File: src/rtl/cust_hp_filter_sched.sv
// Round-robin sharing of one HP filter among N_REQ sources, with drained coeff updates.
// Optional SCHED_STATS_EN adds per-requester grant counters read via stat_sel/stat_count.
module cust_hp_filter_sched #(
  parameter int N_REQ        = 4,
  parameter int CHANNELS_PW2 = 7,
  parameter int MAX_INFLIGHT = 4
) (
  input  logic                            clk,
  input  logic                            reset,
  input  logic [N_REQ-1:0]                req_valid,
  input  logic [16*N_REQ-1:0]             req_sample,
  input  logic [CHANNELS_PW2*N_REQ-1:0]   req_num,
  output logic [N_REQ-1:0]                req_ack,
  output logic [15:0]                     chan_in_sample,
  output logic [CHANNELS_PW2-1:0]         chan_in_num,
  output logic                            chan_in_valid,
  input  logic                            chan_in_read,
  input  logic                            flt_out_valid,
  input  logic                            flt_out_read,
  input  logic                            cfg_coeff_wr,
  input  logic [15:0]                     cfg_coeff_data,
`ifdef SCHED_STATS_EN
  input  logic [2:0]                      stat_sel,
  output logic [15:0]                     stat_count,
`endif
  output logic [15:0]                     coeff,
  output logic                            coeff_busy
);

  localparam int PW = (N_REQ > 1) ? $clog2(N_REQ) : 1;
  localparam logic [3:0] MAXI = 4'(MAX_INFLIGHT);

  typedef enum logic [1:0] {
    IDLE,
    ISSUE,
    DRAIN,
    UPDATE
  } state_t;

  state_t state_q, state_d;

  logic [PW-1:0]           rr_ptr;
  logic [PW-1:0]           gidx;
  logic                    found;
  logic                    grant;
  logic [3:0]              inflight;
  logic [15:0]             pend;
  logic                    hs;
  logic                    rd;
  logic [15:0]             smp [N_REQ];
  logic [CHANNELS_PW2-1:0] num [N_REQ];

  assign hs = chan_in_valid & chan_in_read;
  assign rd = flt_out_valid & flt_out_read;

  always_comb begin
    for (int i = 0; i < N_REQ; i++) begin
      smp[i] = req_sample[16*i +: 16];
      num[i] = req_num[CHANNELS_PW2*i +: CHANNELS_PW2];
    end
  end

  // first valid requester at or after rr_ptr, wrapping
  always_comb begin
    logic [PW:0]   sum;
    logic [PW-1:0] idx;
    found = 1'b0;
    gidx  = '0;
    sum   = '0;
    idx   = '0;
    for (int i = 0; i < N_REQ; i++) begin
      sum = {1'b0, rr_ptr} + (PW+1)'(i);
      if (sum >= (PW+1)'(N_REQ))
        sum = sum - (PW+1)'(N_REQ);
      idx = sum[PW-1:0];
      if (!found && req_valid[idx]) begin
        found = 1'b1;
        gidx  = idx;
      end
    end
  end

  always_comb begin
    state_d = state_q;
    grant   = 1'b0;
    unique case (state_q)
      IDLE: begin
        if (coeff_busy)
          state_d = DRAIN;
        else if (found && inflight < MAXI) begin
          grant   = 1'b1;
          state_d = ISSUE;
        end
      end
      ISSUE: if (hs) state_d = IDLE;
      DRAIN: if (inflight == 4'd0) state_d = UPDATE;
      UPDATE: state_d = IDLE;
      default: state_d = IDLE;
    endcase
  end

  always_ff @(posedge clk or negedge reset) begin
    if (!reset) state_q <= IDLE;
    else        state_q <= state_d;
  end

  always_ff @(posedge clk or negedge reset) begin
    if (!reset) begin
      req_ack        <= '0;
      chan_in_sample <= '0;
      chan_in_num    <= '0;
      chan_in_valid  <= 1'b0;
      rr_ptr         <= '0;
      inflight       <= '0;
      pend           <= '0;
      coeff          <= '0;
      coeff_busy     <= 1'b0;
    end else begin
      req_ack <= '0;
      if (grant) begin
        req_ack[gidx]  <= 1'b1;
        chan_in_sample <= smp[gidx];
        chan_in_num    <= num[gidx];
        rr_ptr <= (gidx == PW'(N_REQ-1)) ? '0 : gidx + 1'b1;
      end
      // valid rises one cycle after the grant and drops after the read
      if (state_q == ISSUE)
        chan_in_valid <= !hs;
      else
        chan_in_valid <= 1'b0;
      if (hs && !rd && inflight < MAXI)
        inflight <= inflight + 4'd1;
      else if (rd && !hs && inflight != 4'd0)
        inflight <= inflight - 4'd1;
      if (cfg_coeff_wr) begin
        pend       <= cfg_coeff_data;
        coeff_busy <= 1'b1;
      end else if (state_q == UPDATE) begin
        coeff_busy <= 1'b0;
      end
      if (state_q == UPDATE)
        coeff <= pend;
    end
  end

`ifdef SCHED_STATS_EN
  logic [15:0] cnt [N_REQ];

  always_ff @(posedge clk or negedge reset) begin
    if (!reset) begin
      for (int i = 0; i < N_REQ; i++)
        cnt[i] <= '0;
      stat_count <= '0;
    end else begin
      if (grant)
        cnt[gidx] <= cnt[gidx] + 16'd1;
      stat_count <= '0;
      for (int i = 0; i < N_REQ; i++)
        if (stat_sel == 3'(i))
          stat_count <= cnt[i];
    end
  end
`endif

endmodule

File: config.mk
export PLATFORM = sky130hd
export DESIGN_NAME = cust_hp_filter_sched
export DESIGN_NICKNAME = d
export VERILOG_FILES = /design/src/rtl/cust_hp_filter_sched.sv
export SDC_FILE = /design/constraint.sdc
export NUM_CORES = 1
export LEC_CHECK = 0
export BUFFER_PORTS_ARGS = -buffer_cell sky130_fd_sc_hd__buf_4
export CAP_MARGIN = 20
export CORE_MARGIN = 1
export CORE_UTILIZATION = 47
export CTS_CLUSTER_SIZE = 30
export DETAILED_ROUTE_END_ITERATION = 7
export MAX_ROUTING_LAYER = met4
export PLACE_DENSITY = 0.8
export SETUP_SLACK_MARGIN = 0.3
export SLEW_MARGIN = 10
export SYNTH_ARGS = -nofsm -noshare
export SYNTH_HDL_FRONTEND = slang
export SYNTH_SLANG_ARGS = --single-unit
File: constraint.sdc
create_clock -name clk -period 2.5 [get_ports clk]
set_clock_uncertainty 0.05 [all_clocks]
set_input_delay 0.125 -clock clk [delete_from_list [all_inputs] [get_ports clk]]
set_output_delay 0.125 -clock clk [all_outputs]
set_load 0.02 [all_outputs]
-- After elaboration in Yosys (flattened, before gate mapping)
Cells that the tools add are included.
W data, S select, Z words.
- flip-flop bits (word level): 69
- input port bits: 118
- muxes and demuxes: 43
- add/subtract/negate cells: 10
- order comparisons: 12
- eq/ne operators: 7
- reduce and logical (&&, ||, !) cells: 20
- bitwise logic cells: 3
- operator list (operator ; number):
    $bmux W16 S2 ; 1
    $mux W16 ; 2
    $mux W2 ; 13
    $lt A2 B3 Y1 const B ; 5
    $mux W1 ; 15
    $bmux W7 S2 ; 1
    $mux W7 ; 2
    $ge A3 B3 Y1 const B ; 4
    $mux W4 ; 3
    $logic_and A1 B1 Y1 ; 9
    $bmux W1 S2 ; 4
    $pmux W2 S4 ; 1
    $sub A2 B1 Y2 const B ; 4
    $add A2 B2 Y3 const B ; 2
    $eq A2 B2 Y1 const B ; 3
    $logic_not A1 Y1 ; 5
    $add A4 B1 Y4 const B ; 1
    $logic_not A4 Y1 ; 1
    $lt A4 B3 Y1 const B ; 1
    $ne A2 B2 Y1 const B ; 2
    $reduce_bool A2 Y1 ; 2
    $reduce_bool A4 Y1 ; 1
    $sub A4 B1 Y4 const B ; 1
    $add A2 B1 Y3 const B ; 1
    10 further kinds ; 11

-- Logic depth before layout (Yosys ltp)
- word-level depth: 19
- gate-level depth with buffers: 7
- mapped depth without buffers: 7

-- Worst setup path before layout
No wires, ideal clock.
- path kind: flip-flop to flip-flop
- start point: register chan_in_valid
- end point: register inflight[3]
- data required time: 2.321 ns
- buffers on the path: 0
- setup time: 0.129 ns
- stages on the path, launching flop included: 8
- arrival time: 2.022 ns
- setup slack: 0.299 ns
- path through: dfrtp_1 > nand2_1 > a2111oi_0 > inv_1 > ha_1 > a21o_1 > a211oi_1 > xnor2_1
- longest elaborated chain between the ends: 5
- elaborated cells between the ends (all ways): 8
- classes of those cells: mux (1); bitwise (1); reduce/logical (6)
- ends and longest elaborated chain (item ; RTL line ; source):
    from (decl) ; 16 ; output logic chan_in_valid,
    from (signal assigned) ; 128 ; chan_in_valid <= !hs;
    $and A1 B1 Y1 * ; 53 ; assign hs = chan_in_valid & chan_in_read;
    $logic_not A1 Y1 ; 133 ; else if (rd && !hs && inflight != 4'd0)
    $logic_and A1 B1 Y1 (2 in a row) ; 133 ;
    $reduce_bool A2 Y1 (no line) ; - ;
    to (signal assigned) ; 132 ; inflight <= inflight + 4'd1;
    to (signal assigned) ; 134 ; inflight <= inflight - 4'd1;
    to (decl) ; 46 ; logic [3:0] inflight;
Every way passes the cells marked *; elsewhere a longest branch is shown, timed or not.
A chain may end at the register's enable or synchronous reset.

-- Final worst setup path
- start point: register rr_ptr[1]
- end point: register chan_in_sample[5]
- longest elaborated chain between the ends: 18
- elaborated cells between the ends (all ways): 45
- classes of those cells: add/sub (7); order compare (4); mux (26); bitwise (1); reduce/logical (7)
- ends and longest elaborated chain (item ; RTL line ; source):
    from (decl) ; 42 ; logic [PW-1:0] rr_ptr;
    from (signal assigned) ; 124 ; rr_ptr <= (gidx == PW'(N_REQ-1)) ? '0 : gidx + 1'b1;
    parallel branches: the longest is 18 deep, another holds $add A2 B1 Y3 ; - ;
    to (signal assigned) ; 122 ; chan_in_sample <= smp[gidx];
    to (decl) ; 14 ; output logic [15:0] chan_in_sample,
Several ways; the timed one is not identified. The select of a mux whose other input is x is not followed.

==> impl_results.md <==
- Outcome: completed
- Final Hold Fails: 0
- Area contributors post-synth: dfrtp_1, mux2_2, a221o_1
- CP delay by family, top: compound AO/OA/AOI/OAI gates
- Critical Path Max Stage Delay: 0.42 ns
- Syn avg cell area: roughly 12 µm²
- Syn-to-layout area delta: 47.4%
- RSZ-0062 raised after global routing: yes
- Worst-margin pin slew: around 0.85 ns
- 1st-iter DRT viols: 94
- Overall routing resource usage: between 20% and 30%
- Total global routing overflow: 0
- Post-DP HPWL: between 6 and 7 mm
- CTS tree: built
- Die X: just under 90 µm
- Core area: roughly 7300 µm²
- DRC: 0
- Critical Path Source Type: register
- Fmax: 472 MHz
- P_leak: roughly 0.0025 µW
- Crit path max fanout: 24
- Initial antenna violation count: 0
- Fin crit share: between 80% and 90%
- Post-CTS Setup Repair Bufs: 0
- Max Buffers Root-to-Sink: 2
- CP Data Arrival Time: roughly 2.3 ns
- Reg area: 1730 µm²
- CTS Sinks: between 60 and 70
- Clock Latency Late Sink: ~0.35 ns
- Register bit total from synthesis: 69
- Synthesized cell area: about 3600 µm²
- TritonCTS Buffers: 9
- Initial Util: approximately half
- Post-synthesis instance total: around 310
- Asr flop ratio synth: 100%
- Netlist cell types: 43
- DRT Wirelength: ~10 mm
- Die ar.: around 8000 µm²
- Post-route ant nets: 0
- Finish-stage setup viols: 0
- Yosys top cell area share: 48.2%
- Vias: ~3200
- YS warnings: 0
- Post-detailed-route via-to-cell ratio: approximately 5.5
- I/O pin cnt: approximately 160
- Setup TNS: 0 ns
- Drt wl/cell: about 17 µm
- Yosys top cell by area: dfrtp_1
- Worst vdd ir: around 440 µV
- Kind of critical path: reg2reg
- Die H: between 80 and 90 µm
- Pwr dens: 990 nW/µm²
- # port buffers: 162
- Most frequent cell after synthesis: dfrtp_1
- FILL cells: 543
- Multi-input logic area: 1730 µm²
- Number of synthesized flops with an enable pin: 0
- Max-Cap Viols: 0
- N_diodes: 0
- DRT Pass-1 Iters: 4
- Share of layout cells above drive strength 1: 52.2%
- GPL Wtd Cong: 0.860
- Largest net degree at the start of global routing: 70
- Hold WC Path Type: in2reg
- Max Slew Vio Count: 0
- First-pass GRT wire length: roughly 16 mm
- Critical path buffer and inverter count: 1
- Post-synth top flop: dfrtp_1
- Vias in the first global route: 3288
- Rel. slew slack: between 40 and 50%
- Final nets: ~610
- Clock root buffer: clkbuf_8
- Hold_ws: 0.0810 ns
- CP max-delay cell: dfrtp_1
- Crit. End Element: register
- Sequential fraction of the synthesis area: 48.2%
- Floorplan row count: 31
- Net Count, Synth: about 430
- Min Tclk post-route: between 2 and 2.5 ns
- Required @ worst endpoint: about 2.7 ns
- H-tree depth: 3
- Worst path cell trace: and2_1, o211a_4, nor2_4, buf_4, mux2_2, a221o_1
- Clock-pin slew on the worst setup and hold paths: roughly 0.09 ns
- Most common library cells after synthesis: dfrtp_1, mux2_2, o21ai_0
[metrics by stage]
stage | std cells | setup slack, ns | power [µW] | cell area (µm²) | utilization, %
after floorplan | 306 | 0.403 | 3180 | 3580 | -
after CTS | 586 | 0.310 | 5230 | 5260 | 72.2
after detailed placement | 553 | 0.235 | 4080 | 4840 | 66.3
after global placement | 553 | 0.268 | 4010 | 4840 | 66.3
after global routing | 586 | 0.280 | 5540 | 5280 | 72.4
final | 586 | 0.380 | 5230 | 5280 | 72.4
[state kept, by name (all words and copies together) (netlist names)]
name and cells:
chan_in_valid 1, chan_in_sample 16, chan_in_num 7, coeff_busy 1, coeff 16, inflight 4, state_q 2, rr_ptr 2
pend 16, req_ack 4
[layout by cell type (no fill, tap or decap), drive strengths merged, types with 2 or more instances in the layout]
master	count
a21oi	25
dfrtp	69
nand3	24
bufinv	3
or4	2
a221o	23
clkbuf	9
and2	5
ha	6
mux2	56
a21o	2
nor2	8
a31oi	2
nand2b	2
dlygate4sd3	17
nand2	9
buf	168
xnor2	3
o21ai	28
clkinvlp	2
inv	7
[final cells by class]
class	instances	area share [%]
well taps	99	2.35
clock buffers	9	2.35
clock inverters	7	2.32
inverters	6	0.426
flip-flops and latches	69	32.7
multi-input cells	211	32.7
repair buffers	185	27.2
[report_power, final]
part           total, µW  switching (µW)  internal [µW]  leakage, µW
Clock               1110             447            667     0.000116
Combinational       2320            1150           1170      0.00150
Sequential          1790             288           1510     0.000853
Total               5230            1890           3340      0.00247
[what timing repair did]
action / in CTS / in global routing
endpoints found under the setup margin: 24 / 18
pin swaps: 0 / 1
hold buffers: 17 / 0
gates resized for setup: 2 / 3
hold endpoints to repair: 85 / 0
[layer usage]
layer / track usage [%] / wire length [µm]
met1: 30.7 / 3910
met2: 45.2 / 5100
met3: 7.57 / 737
met4: 9.81 / 238
met5: - / 0
[worst register-to-register path: stages (launching register included)]
cell and delay, ns:
dfrtp_1 0.42, and2_1 0.18, o211a_4 0.33, nor2_4 0.15
buf_4 0.20, mux2_2 0.36, a221o_1 0.33
[logic make-up (layout without fill, tap and decap cells)]
group	count (synthesis)	in the layout	share of synthesized area [%]
xor gates and xnor gates	3	3	0.733
and+or+nand+nor	55	55	8.87
DFF	69	69	48.2
adders and majority gates	7	7	2.65
muxes	57	57	17.9
buffers and inverters	26	207	4.33
AOI/OAI and AO/OA	89	89	17.4
[path summary, 6_finish.rpt]
check | start | to | slack [ns] | depth (start not counted)
setup / recovery | rr_ptr[1]$_DFFE_PN0P_ | chan_in_sample[5]$_DFFE_PN0P_ | 0.38 | 6
hold / removal | req_num[10] | chan_in_num[3]$_DFFE_PN0P_ | 0.08 | 3
setup reg to reg | rr_ptr[1]$_DFFE_PN0P_ | chan_in_sample[5]$_DFFE_PN0P_ | 0.38 | 6
hold reg to reg | state_q[1]$_DFFE_PN0P_ | chan_in_valid$_DFF_PN0_ | 0.44 | 1
max in group asynchronous | reset | rr_ptr[0]$_DFFE_PN0P_ | 1.42 | 2
min in group asynchronous | reset | coeff[2]$_DFFE_PN0P_ | 0.39 | 2
Note: power is estimated with default switching activity, not from simulation.
